[config.mk]
export PLATFORM = sky130hd
export DESIGN_NAME = boot_controller
export DESIGN_NICKNAME = d
export VERILOG_FILES = /design/src/rtl/boot_controller.sv
export SDC_FILE = /design/constraint.sdc
export NUM_CORES = 1
export LEC_CHECK = 0
export ABC_AREA = 1
export CORE_MARGIN = 2
export CORE_UTILIZATION = 43
export DETAILED_ROUTE_END_ITERATION = 7
export GPL_ROUTABILITY_DRIVEN = 0
export PLACE_DENSITY = 0.8
export SLEW_MARGIN = 10
export SYNTH_ARGS = -nofsm -noshare
export SYNTH_HDL_FRONTEND = slang
export SYNTH_SLANG_ARGS = --single-unit
[constraint.sdc]
create_clock -name clk -period 2.6 [get_ports clk]
set_input_delay 0.78 -clock clk [delete_from_list [all_inputs] [get_ports clk]]
set_output_delay 0.78 -clock clk [all_outputs]
set_load 0.05 [all_outputs]
[src/rtl/boot_controller.sv]
// Boot sequencer: holds the core in reset, runs the BIOS until HALT, copies the
// program image from BIOS ROM into instruction memory, then restarts the core on memory.
module boot_controller #(
    parameter int         DATA_WIDTH  = 32,
    parameter int         ADDR_WIDTH  = 10,
    parameter int         IMAGE_WORDS = 256,
    parameter int         SRC_BASE    = 0,
    parameter int         RST_CYCLES  = 4,
    parameter logic [5:0] HALT_OPCODE = 6'b011101
) (
    input  logic                  clk,
    input  logic                  rst,
    input  logic [DATA_WIDTH-1:0] bios_instr,
    input  logic                  reboot,
    output logic [ADDR_WIDTH-1:0] src_addr,
    input  logic [DATA_WIDTH-1:0] src_data,
    output logic                  mem_wr_en,
    output logic [ADDR_WIDTH-1:0] mem_wr_addr,
    output logic [DATA_WIDTH-1:0] mem_wr_data,
    input  logic                  mem_wr_ready,
    output logic                  sel_memory,
    output logic                  cpu_rst,
    output logic                  boot_done,
    output logic [2:0]            state
);

    typedef enum logic [2:0] {
        S_RESET_HOLD = 3'd0,
        S_BIOS       = 3'd1,
        S_COPY_READ  = 3'd2,
        S_COPY_LATCH = 3'd3,
        S_COPY_WRITE = 3'd4,
        S_CPU_RST    = 3'd5,
        S_RUN        = 3'd6
    } state_t;

    localparam int                    HOLD_W    = (RST_CYCLES > 1) ? $clog2(RST_CYCLES) : 1;
    localparam int                    K_W       = ADDR_WIDTH + 1;
    localparam logic [HOLD_W-1:0]     HOLD_LAST = HOLD_W'(RST_CYCLES - 1);
    localparam logic [K_W-1:0]        K_LAST    = K_W'(IMAGE_WORDS - 1);
    localparam logic [ADDR_WIDTH-1:0] BASE      = ADDR_WIDTH'(SRC_BASE);

    state_t                r_state;
    logic [HOLD_W-1:0]     r_hold;
    logic [K_W-1:0]        r_k;
    logic [ADDR_WIDTH-1:0] r_src_addr;
    logic [DATA_WIDTH-1:0] r_wr_data;
    logic                  r_wr_en;
    logic                  r_cpu_rst;
    logic                  r_sel_memory;
    logic                  r_boot_done;

    logic                  w_halt;
    logic [K_W-1:0]        w_k_next;
    logic                  w_unused_instr_bits;

    assign w_halt              = (bios_instr[31:26] == HALT_OPCODE);
    assign w_k_next            = r_k + 1'b1;
    assign w_unused_instr_bits = ^bios_instr[25:0];

    // NOTE: all state lives in one clocked block with non-blocking assignments,
    // so every output below is a flop (or a slice of one) and never sees an input directly.
    always_ff @(posedge clk or posedge rst) begin
        if (rst) begin
            r_state      <= S_RESET_HOLD;
            r_hold       <= '0;
            r_k          <= '0;
            r_src_addr   <= BASE;
            r_wr_data    <= '0;
            r_wr_en      <= 1'b0;
            r_cpu_rst    <= 1'b1;
            r_sel_memory <= 1'b0;
            r_boot_done  <= 1'b0;
        end else begin
            case (r_state)
                S_RESET_HOLD: begin
                    if (r_hold == HOLD_LAST) begin
                        r_hold    <= '0;
                        r_cpu_rst <= 1'b0;
                        r_state   <= S_BIOS;
                    end else begin
                        r_hold <= r_hold + 1'b1;
                    end
                end
                S_BIOS: begin
                    if (w_halt) begin
                        r_k        <= '0;
                        r_src_addr <= BASE;
                        r_cpu_rst  <= 1'b1;
                        r_state    <= S_COPY_READ;
                    end
                end
                S_COPY_READ: begin
                    r_state <= S_COPY_LATCH;
                end
                S_COPY_LATCH: begin
                    // ROM data answers the address presented during COPY_READ.
                    r_wr_data <= src_data;
                    r_wr_en   <= 1'b1;
                    r_state   <= S_COPY_WRITE;
                end
                S_COPY_WRITE: begin
                    if (mem_wr_ready) begin
                        r_wr_en <= 1'b0;
                        if (r_k == K_LAST) begin
                            r_hold       <= '0;
                            r_sel_memory <= 1'b1;
                            r_state      <= S_CPU_RST;
                        end else begin
                            r_k        <= w_k_next;
                            r_src_addr <= BASE + w_k_next[ADDR_WIDTH-1:0];
                            r_state    <= S_COPY_READ;
                        end
                    end
                end
                S_CPU_RST: begin
                    if (r_hold == HOLD_LAST) begin
                        r_hold      <= '0;
                        r_cpu_rst   <= 1'b0;
                        r_boot_done <= 1'b1;
                        r_state     <= S_RUN;
                    end else begin
                        r_hold <= r_hold + 1'b1;
                    end
                end
                S_RUN: begin
                    if (reboot) begin
                        r_hold       <= '0;
                        r_k          <= '0;
                        r_cpu_rst    <= 1'b1;
                        r_sel_memory <= 1'b0;
                        r_boot_done  <= 1'b0;
                        r_state      <= S_RESET_HOLD;
                    end
                end
                default: begin
                    r_state      <= S_RESET_HOLD;
                    r_hold       <= '0;
                    r_k          <= '0;
                    r_src_addr   <= BASE;
                    r_wr_data    <= '0;
                    r_wr_en      <= 1'b0;
                    r_cpu_rst    <= 1'b1;
                    r_sel_memory <= 1'b0;
                    r_boot_done  <= 1'b0;
                end
            endcase
        end
    end

    assign state       = r_state;
    assign src_addr    = r_src_addr;
    assign mem_wr_en   = r_wr_en;
    assign mem_wr_addr = r_k[ADDR_WIDTH-1:0];
    assign mem_wr_data = r_wr_data;
    assign sel_memory  = r_sel_memory;
    assign cpu_rst     = r_cpu_rst;
    assign boot_done   = r_boot_done;

endmodule

==> out/results.ini, run 1 <==
[outcome]
status=completed

[worst_setup_path]
crit_cells=1
cp-endpoint=state[1]
critPathRequiredTime_ps=1820
start_kind=flip-flop
crit_fanout=8
r2r-start=r_k[0]$_DFFE_PP0P_
cpPeakStageDelay_ps=870
crit_path_start=state[1]$_DFFE_PP0P_
critPathTopFamily=buffers and inverters
critPathArrivalTime_ps=1730
path_cells=clkdlybuf4s50_1
r2r_setup_slack_ps=470
timing.rr.end=r_k[10]$_DFFE_PP0P_
end_kind=output pin
path_buf_inv=1
reg2reg_depth=7
worstSetupPathType=reg2out
cpMaxStageDelayCell=clkdlybuf4s50_1

[yosys]
synth_edf_count=0
ys_ff_latch=62
synth_top_area_share_pct=49.6
yosys-top-cells-area=dfrtp_1, nand2_1, nand3_1, nor2_1, buf_4
avgSynthCellArea_um2=7.55
synthCells=408
ys_types=25
synth-main-ff-cell=dfrtp_1
synth_compound_area_share_pct=1.71
synth-adder-area-share_pct=1.46
synthesis.area_mm2=0.00308
synthArstFlopShare_pct=100
yosys.area_share.simple_pct=38.3
yosysTopAreaCell=dfrtp_1
ys_warn_count=0
syn_nets=479
synth.yosys.seq_area_share_pct=50.4
synth-xor-area-share_pct=0.569
muxShareOfSynthArea_pct=0
synth_top_family_by_area=simple AND/OR/NAND/NOR gates

[placement]
post-dp-hpwl_um=5340
port_buffers=100

[floorplan]
core_mm2=0.00687
die_h_um=88.6
initial_utilization_pct=44.8
ios=127
die_w_um=88.6
row_count=30
die-area_mm2=0.00786

[global_routing]
grt_pass1_wl_um=13000
grt_pass1_vias=2866
antenna_found_initial=0
overflow=0
grt_max_degree=63
grt.total_usage_pct=21.4

[routing]
wl_met1_um=3190
num_vias=2942
avgRoutedWirePerCell_um=12.7
drcViolationCount=0
drt_wl_total_um=7650
dr.pass1.iters=4
wl_met2_um=3710
ant_nets=0
vias_per_cell=4.88
drtIter0Drc=177
met3_length_um=672
top_layer=met4

[clock_tree]
cts_made_buffers=9
cts-resized-gates=0
root_buffer=clkbuf_8
clock_latency_ps=330
cts.sinks=62
cts_hold_repair.buffers=0
clkTransAtPathRegs_ps=70
clock_path_buffers=2
cts_setup_buffers=0
cts_max_level=3
cts_tree=done

[timing]
fin_hold_ws_ps=468
rsz0062_at_grt=no
worst_pin_slew_ps=540
fin_crit_sh_pct=96.6
clock_skew_ps=4.51
period_minus_slack_ps=2510
final.setup.tns_ps=0
slew_headroom_pct=63.9
setup_viol=0
slew_violations=0
clock.fmax_mhz=398
hold_viol=0

[pwr]
power_density_mw_per_mm2=1220
p_leak_nw=2.15
ir_drop_v=0.000745

[cells_and_area]
num-nets-final=573
seqCellArea_mm2=0.00155
multi_input_area_mm2=0.00129
area_growth_pct=40.9
diodes=0
fillerInstances=615
drive_above_1_share_pct=7.50

[run]
cap_violations=0

[min_path]
hold_path.class=reg2reg
hold_depth=2

==> how the worst min path moves through the flow <==
stage	startpoint	end	slack, ps
detailed placement	cpu_rst$_DFFE_PP1P_	cpu_rst$_DFFE_PP1P_	460
finish	cpu_rst$_DFFE_PP1P_	cpu_rst$_DFFE_PP1P_	470
CTS	cpu_rst$_DFFE_PP1P_	cpu_rst$_DFFE_PP1P_	470
global route	r_hold[1]$_DFFE_PP0P_	r_hold[1]$_DFFE_PP0P_	500
global placement	cpu_rst$_DFFE_PP1P_	cpu_rst$_DFFE_PP1P_	450
floorplan	r_hold[1]$_DFFE_PP0P_	r_hold[1]$_DFFE_PP0P_	450
==> synth_stat cells, drive strengths merged, types with 2 or more instances <==
cell type / count
a21oi: 3
ha: 2
dfrtp: 61
clkbuf: 6
inv: 27
o21ai: 5
nand3: 59
xor2: 2
buf: 17
nand2: 175
nor2: 42
nand4: 3
==> metal layers <==
metal | vias to the layer above | track usage [%]
met3 | 8 | 8.58
li1 | 1454 | -
met5 | - | 0
met2 | 98 | 35.1
met1 | 1382 | 25.9
met4 | 0 | 6.61
==> power by group <==
part	total, mW	internal (mW)	switching (mW)
Clock	0.928	0.538	0.390
Sequential	1.50	1.30	0.207
Combinational	2.88	0.911	1.97
==> through the flow <==
stage	power, mW	std cells	utilization (%)	worst slack, ps	cell area, um2
finish	5.32	603	63.2	88.5	4340
detailed placement	4.41	587	60.1	301	4130
floorplan	3.46	408	-	280	3080
global placement	4.35	587	60.1	358	4130
CTS	5.37	603	63.2	61.2	4340
global route	5.66	603	63.2	20.6	4340
==> flip-flops by register name, summed over array words and instances (netlist names) <==
name         flops
boot_done        1
cpu_rst          1
mem_wr_data     32
mem_wr_en        1
r_hold           2
r_k             11
sel_memory       1
src_addr        10
state            3
==> cells by family after synthesis <==
| logic type | after synthesis |
|---|---|
| buf+inv | 50 |
| flops | 62 |
| simple gates | 281 |
| xor+xnor | 2 |
| fa+ha+maj | 3 |
| compound gates | 10 |
==> cell usage in the layout, fill, tap and decap left out, types with 2 or more instances in the layout <==
| cell | n |
|---|---|
| inv_1 | 20 |
| xor2_1 | 2 |
| buf_4 | 5 |
| inv_2 | 7 |
| clkinv_2 | 2 |
| nand3_2 | 3 |
| ha_1 | 2 |
| o21ai_0 | 5 |
| nand3_1 | 56 |
| nor2_4 | 2 |
| nand2_1 | 174 |
| a21oi_1 | 3 |
| clkbuf_8 | 9 |
| clkdlybuf4s50_1 | 100 |
| nor2_1 | 37 |
| bufinv_16 | 2 |
| nand4_1 | 3 |
| nor2_2 | 3 |
| dfrtp_1 | 61 |
==> cell type report <==
| cell class | count | area share (%) |
|---|---|---|
| repair buffers | 106 | 24.4 |
| inverters | 27 | 2.33 |
| clock inverters | 6 | 1.99 |
| flip-flops and latches | 62 | 35.8 |
| multi-input cells | 296 | 29.8 |
| clock buffers | 10 | 2.94 |
| well taps | 96 | 2.77 |
(Power assumes the default switching activity.)
==> run 2: changes to the inputs <==
Settings changed: PLACE_DENSITY 0.8 to 0.81.
==> run 2 against run 1 <==
Clock-buffer cell count grew 2; global-route usage is 0.69 points lower; via count decreased by 0.14%; largest cell class unchanged.
==> out/results.ini, run 2 (synthesized netlist as in run 1, its figures left out) <==
[floorplan]
core_mm2=0.00687
initial_utilization_pct=44.8
die-area_mm2=0.00786
ios=127
row_count=30
die_w_um=88.6
die_h_um=88.6

[worst_setup_path]
end_kind=output pin
r2r-start=r_k[0]$_DFFE_PP0P_
start_kind=flip-flop
reg2reg_depth=7
r2r_setup_slack_ps=500
timing.rr.end=r_k[9]$_DFFE_PP0P_
critPathTopFamily=buffers and inverters
path_buf_inv=1
cpMaxStageDelayCell=clkdlybuf4s50_1
critPathRequiredTime_ps=1820
crit_fanout=8
critPathArrivalTime_ps=1750
path_cells=clkdlybuf4s50_1
worstSetupPathType=reg2out
crit_path_start=state[1]$_DFFE_PP0P_
cpPeakStageDelay_ps=870

[routing]
vias_per_cell=4.89
avgRoutedWirePerCell_um=12.6
dr.pass1.iters=5
ant_nets=0
drcViolationCount=0
num_vias=2938
drtIter0Drc=103
drt_wl_total_um=7590

[cells_and_area]
fillerInstances=574
final_cell_mix=nand2_1, clkdlybuf4s50_1, dfrtp_1
largest_reg_flops=32
diodes=0
num-nets-final=572
post-route-util_pct=62.9
area_growth_pct=40.2
drive_above_1_share_pct=7.13
final_area_mm2=0.00432
final_common_cell=nand2_1

[clock_tree]
cts-resized-gates=0
cts_hold_repair.buffers=0
clkTransAtPathRegs_ps=60
cts.sinks=62
cts_max_level=3
cts_made_buffers=9
root_buffer=clkbuf_8
cts_tree=done
cts_setup_buffers=0
clock_path_buffers=2
clock_latency_ps=340

[timing]
fin_crit_sh_pct=97.1
setup_ws_ps=74.8
setup_viol=0
rsz0062_at_grt=no
period_minus_slack_ps=2530
slew_violations=0
slew_headroom_pct=63.9
clock.fmax_mhz=396
clock_skew_ps=8.46
worst_pin_slew_ps=540
final.setup.tns_ps=0
fin_hold_ws_ps=463
hold_viol=0

[global_routing]
grt_max_degree=63
antenna_found_initial=0
grt_pass1_vias=2820
overflow=0
grt.total_usage_pct=20.7
grt_pass1_wl_um=12600

[placement]
place_worst_setup_slack_ps=315
port_buffers=100
place_area_mm2=0.00412
post-dp-hpwl_um=5370

[pwr]
ir_drop_v=0.000820
switching_share_pct=48.6
combPwrFrac_pct=54.6
clockPowerShare_pct=16.4
p_int_mw=2.69
p_leak_nw=2.15
power_density_mw_per_mm2=1210
p_switching_mw=2.54
power_frac_seq_pct=29.0

[min_path]
hold_depth=2
worstHoldStart=cpu_rst$_DFFE_PP1P_
hold_path.class=reg2reg
whs_endpoint=cpu_rst$_DFFE_PP1P_

[outcome]
status=completed

[run]
cap_violations=0

==> run 2: power by group through the flow <==
stage	sequential [mW]	combinational, mW	clock (mW)
2_1_floorplan	2.54	0.920	0
6_report	1.51	2.86	0.856
3_3_place_gp	1.51	2.83	0
4_1_cts	1.52	2.88	0.873
3_5_place_dp	1.52	2.88	0
5_1_grt	1.56	3.08	0.920
==> run 2: worst max-delay path by stage <==
stage          cells past startpoint               endpoint  slack (ps)
2_1_floorplan                      1  boot_done$_DFFE_PP0P_         280
3_3_place_gp                       9     r_k[5]$_DFFE_PP0P_         360
3_5_place_dp                       9     r_k[5]$_DFFE_PP0P_         320
4_1_cts                            1               state[1]          60
5_1_grt                            1               state[1]          30
6_report                           1               state[1]          70
==> run 2: area by class of cell <==
| class | count | area, um2 | share of cell area [%] |
|---|---|---|---|
| Clock inverter | 3 | 43.8 | 1.01 |
| Clock buffer | 12 | 155 | 3.59 |
| Multi-Input combinational cell | 296 | 1290 | 30.0 |
| Timing Repair Buffer | 105 | 1050 | 24.3 |
| Sequential cell | 62 | 1550 | 36.0 |
| Inverter | 27 | 101 | 2.35 |
| Tap cell | 96 | 120 | 2.78 |
==> run 2: routing by layer <==
metal | global-route usage [%] | vias up | wire [um]
met5 | 0 | - | 0
met4 | 7.58 | 0 | 98
met3 | 7.00 | 9 | 647
met2 | 33.9 | 96 | 3640
met1 | 25.4 | 1379 | 3200
li1 | - | 1454 | -
==> run 2: tightest hold or removal path, delay by kind of cell, from the launching register on <==
family | cells | cell delay, ps
simple gates | 2 | 90
flops | 1 | 370
==> run 2: per-stage QoR <==
stage / cells / power [mW]
2_1_floorplan: 408 / 3.46
3_3_place_gp: 586 / 4.34
3_5_place_dp: 586 / 4.40
4_1_cts: 601 / 5.27
5_1_grt: 601 / 5.56
6_report: 601 / 5.23
==> run 3: changes to the inputs <==
Settings changed: CORE_UTILIZATION 43 to 44, CTS_BUF_LIST set to sky130_fd_sc_hd__clkbuf_8, PLACE_DENSITY 0.81 to 0.83.
==> run 3 against run 2 <==
Sequential share of layout area down 0.25 points; total power is 2.5% higher; non-clock buffer count up 1; critical endpoint unchanged.
==> out/results.ini, run 3 (synthesized netlist as in run 1, its figures left out) <==
[outcome]
status=completed

[timing]
slew_headroom_pct=64.5
slew_violations=0
clock_skew_ps=4.65
fin_crit_sh_pct=97.1
final.setup.tns_ps=0
rsz0062_at_grt=no
hold_viol=0
setup_viol=0
worst_pin_slew_ps=531
clock.fmax_mhz=396
period_minus_slack_ps=2520

[worst_setup_path]
cpMaxStageDelayCell=clkdlybuf4s50_1
worstSetupPathType=reg2out
critPathRequiredTime_ps=1820
end_kind=output pin
path_buf_inv=1
critPathTopFamily=buffers and inverters
timing.rr.end=r_k[0]$_DFFE_PP0P_
r2r-start=r_k[0]$_DFFE_PP0P_
critPathArrivalTime_ps=1740
crit_fanout=8
path_cells=clkdlybuf4s50_1
cpPeakStageDelay_ps=880
start_kind=flip-flop
reg2reg_depth=7
r2r_setup_slack_ps=480

[cells_and_area]
fillerInstances=555
final_cell_mix=nand2_1, clkdlybuf4s50_1, dfrtp_1
layout.cells.non_filler=603
area_growth_pct=41.2
largest_reg_flops=32
final_area_mm2=0.00435
diodes=0
drive_above_1_share_pct=7.50
final_common_cell=nand2_1
num-nets-final=573

[floorplan]
ios=127
die_w_um=87.7
core_mm2=0.00679
row_count=30
die_h_um=87.7
die-area_mm2=0.00769
initial_utilization_pct=45.3

[routing]
ant_nets=0
drcViolationCount=0
dr.pass1.iters=5
avgRoutedWirePerCell_um=12.8
drtIter0Drc=138
drt_wl_total_um=7720
num_vias=3014
vias_per_cell=5.00

[global_routing]
grt_pass1_wl_um=13100
antenna_found_initial=0
grt.total_usage_pct=21.9
grt_pass1_vias=2965
overflow=0
grt_max_degree=35

[clock_tree]
root_buffer=clkbuf_8
cts_tree=done
clock_latency_ps=330
cts_hold_repair.buffers=0
clock_path_buffers=2
cts-resized-gates=0
cts_made_buffers=9
cts_max_level=3
cts.sinks=62
clkTransAtPathRegs_ps=60
cts_setup_buffers=0

[min_path]
hold_depth=2
hold_path.class=reg2reg
worstHoldStart=cpu_rst$_DFFE_PP1P_
whs_endpoint=cpu_rst$_DFFE_PP1P_

[run]
cap_violations=0

[placement]
port_buffers=100
place_area_mm2=0.00412
place_inst=587
post-dp-hpwl_um=5470

[pwr]
p_leak_nw=2.17
power_density_mw_per_mm2=1230
ir_drop_v=0.000836

==> run 3: cell count changes in the layout (fill, tap and decap cells not counted), sizes merged <==
cell	previous run	this run
buf	5	6
bufinv	1	2
clkinv	2	1
inv	27	28
==> run 3: tightest hold or removal path, stage by stage (launching register included) <==
cell,delay (ps)
dfstp_2,370
nand2_1,50
nand2_1,40
==> run 3: power by group <==
part / switching (mW) / total (mW) / internal, mW
registers: 0.219 / 1.52 / 1.30
clock network: 0.365 / 0.979 / 0.614
logic: 1.96 / 2.86 / 0.901
total: 2.55 / 5.36 / 2.81
==> run 3: through the flow <==
stage                     power [mW]  worst slack (ps)  hold WS (ps)  utilization, %
after floorplan                 3.46               280           446               -
after global placement          4.33               374           452            60.6
after detailed placement        4.39               319           458            60.6
after CTS                       5.40              62.7           468            64.0
after global routing            5.68              2.76           491            64.0
final                           5.36              76.3           461            64.0
==> run 3: worst max path at each step <==
stage | startpoint | end | slack [ps] | depth (start not counted)
after floorplan | rst | boot_done$_DFFE_PP0P_ | 280 | 1
after global placement | bios_instr[30] | state[0]$_DFFE_PP0P_ | 370 | 8
after detailed placement | reboot | r_k[0]$_DFFE_PP0P_ | 320 | 8
after CTS | state[1]$_DFFE_PP0P_ | state[1] | 60 | 1
after global routing | state[1]$_DFFE_PP0P_ | state[1] | 3 | 1
final | state[1]$_DFFE_PP0P_ | state[1] | 80 | 1
==> run 3: area by class of cell <==
type / count / area, um2 / share of cell area, %
tap: 96 / 120 / 2.76
clock buffer: 12 / 165 / 3.80
sequential: 62 / 1550 / 35.7
timing repair buffer: 106 / 1050 / 24.1
clock inverter: 4 / 68.8 / 1.58
multi-input combinational: 296 / 1290 / 29.8
inverter: 27 / 101 / 2.33
==> run 3: layer usage <==
metal / global-route usage (%) / vias up / wire length, um
met4: 9.23 / 0 / 100
li1: - / 1461 / -
met1: 25.7 / 1423 / 3120
met2: 35.8 / 118 / 3790
met5: 0 / - / 0
met3: 8.39 / 12 / 704
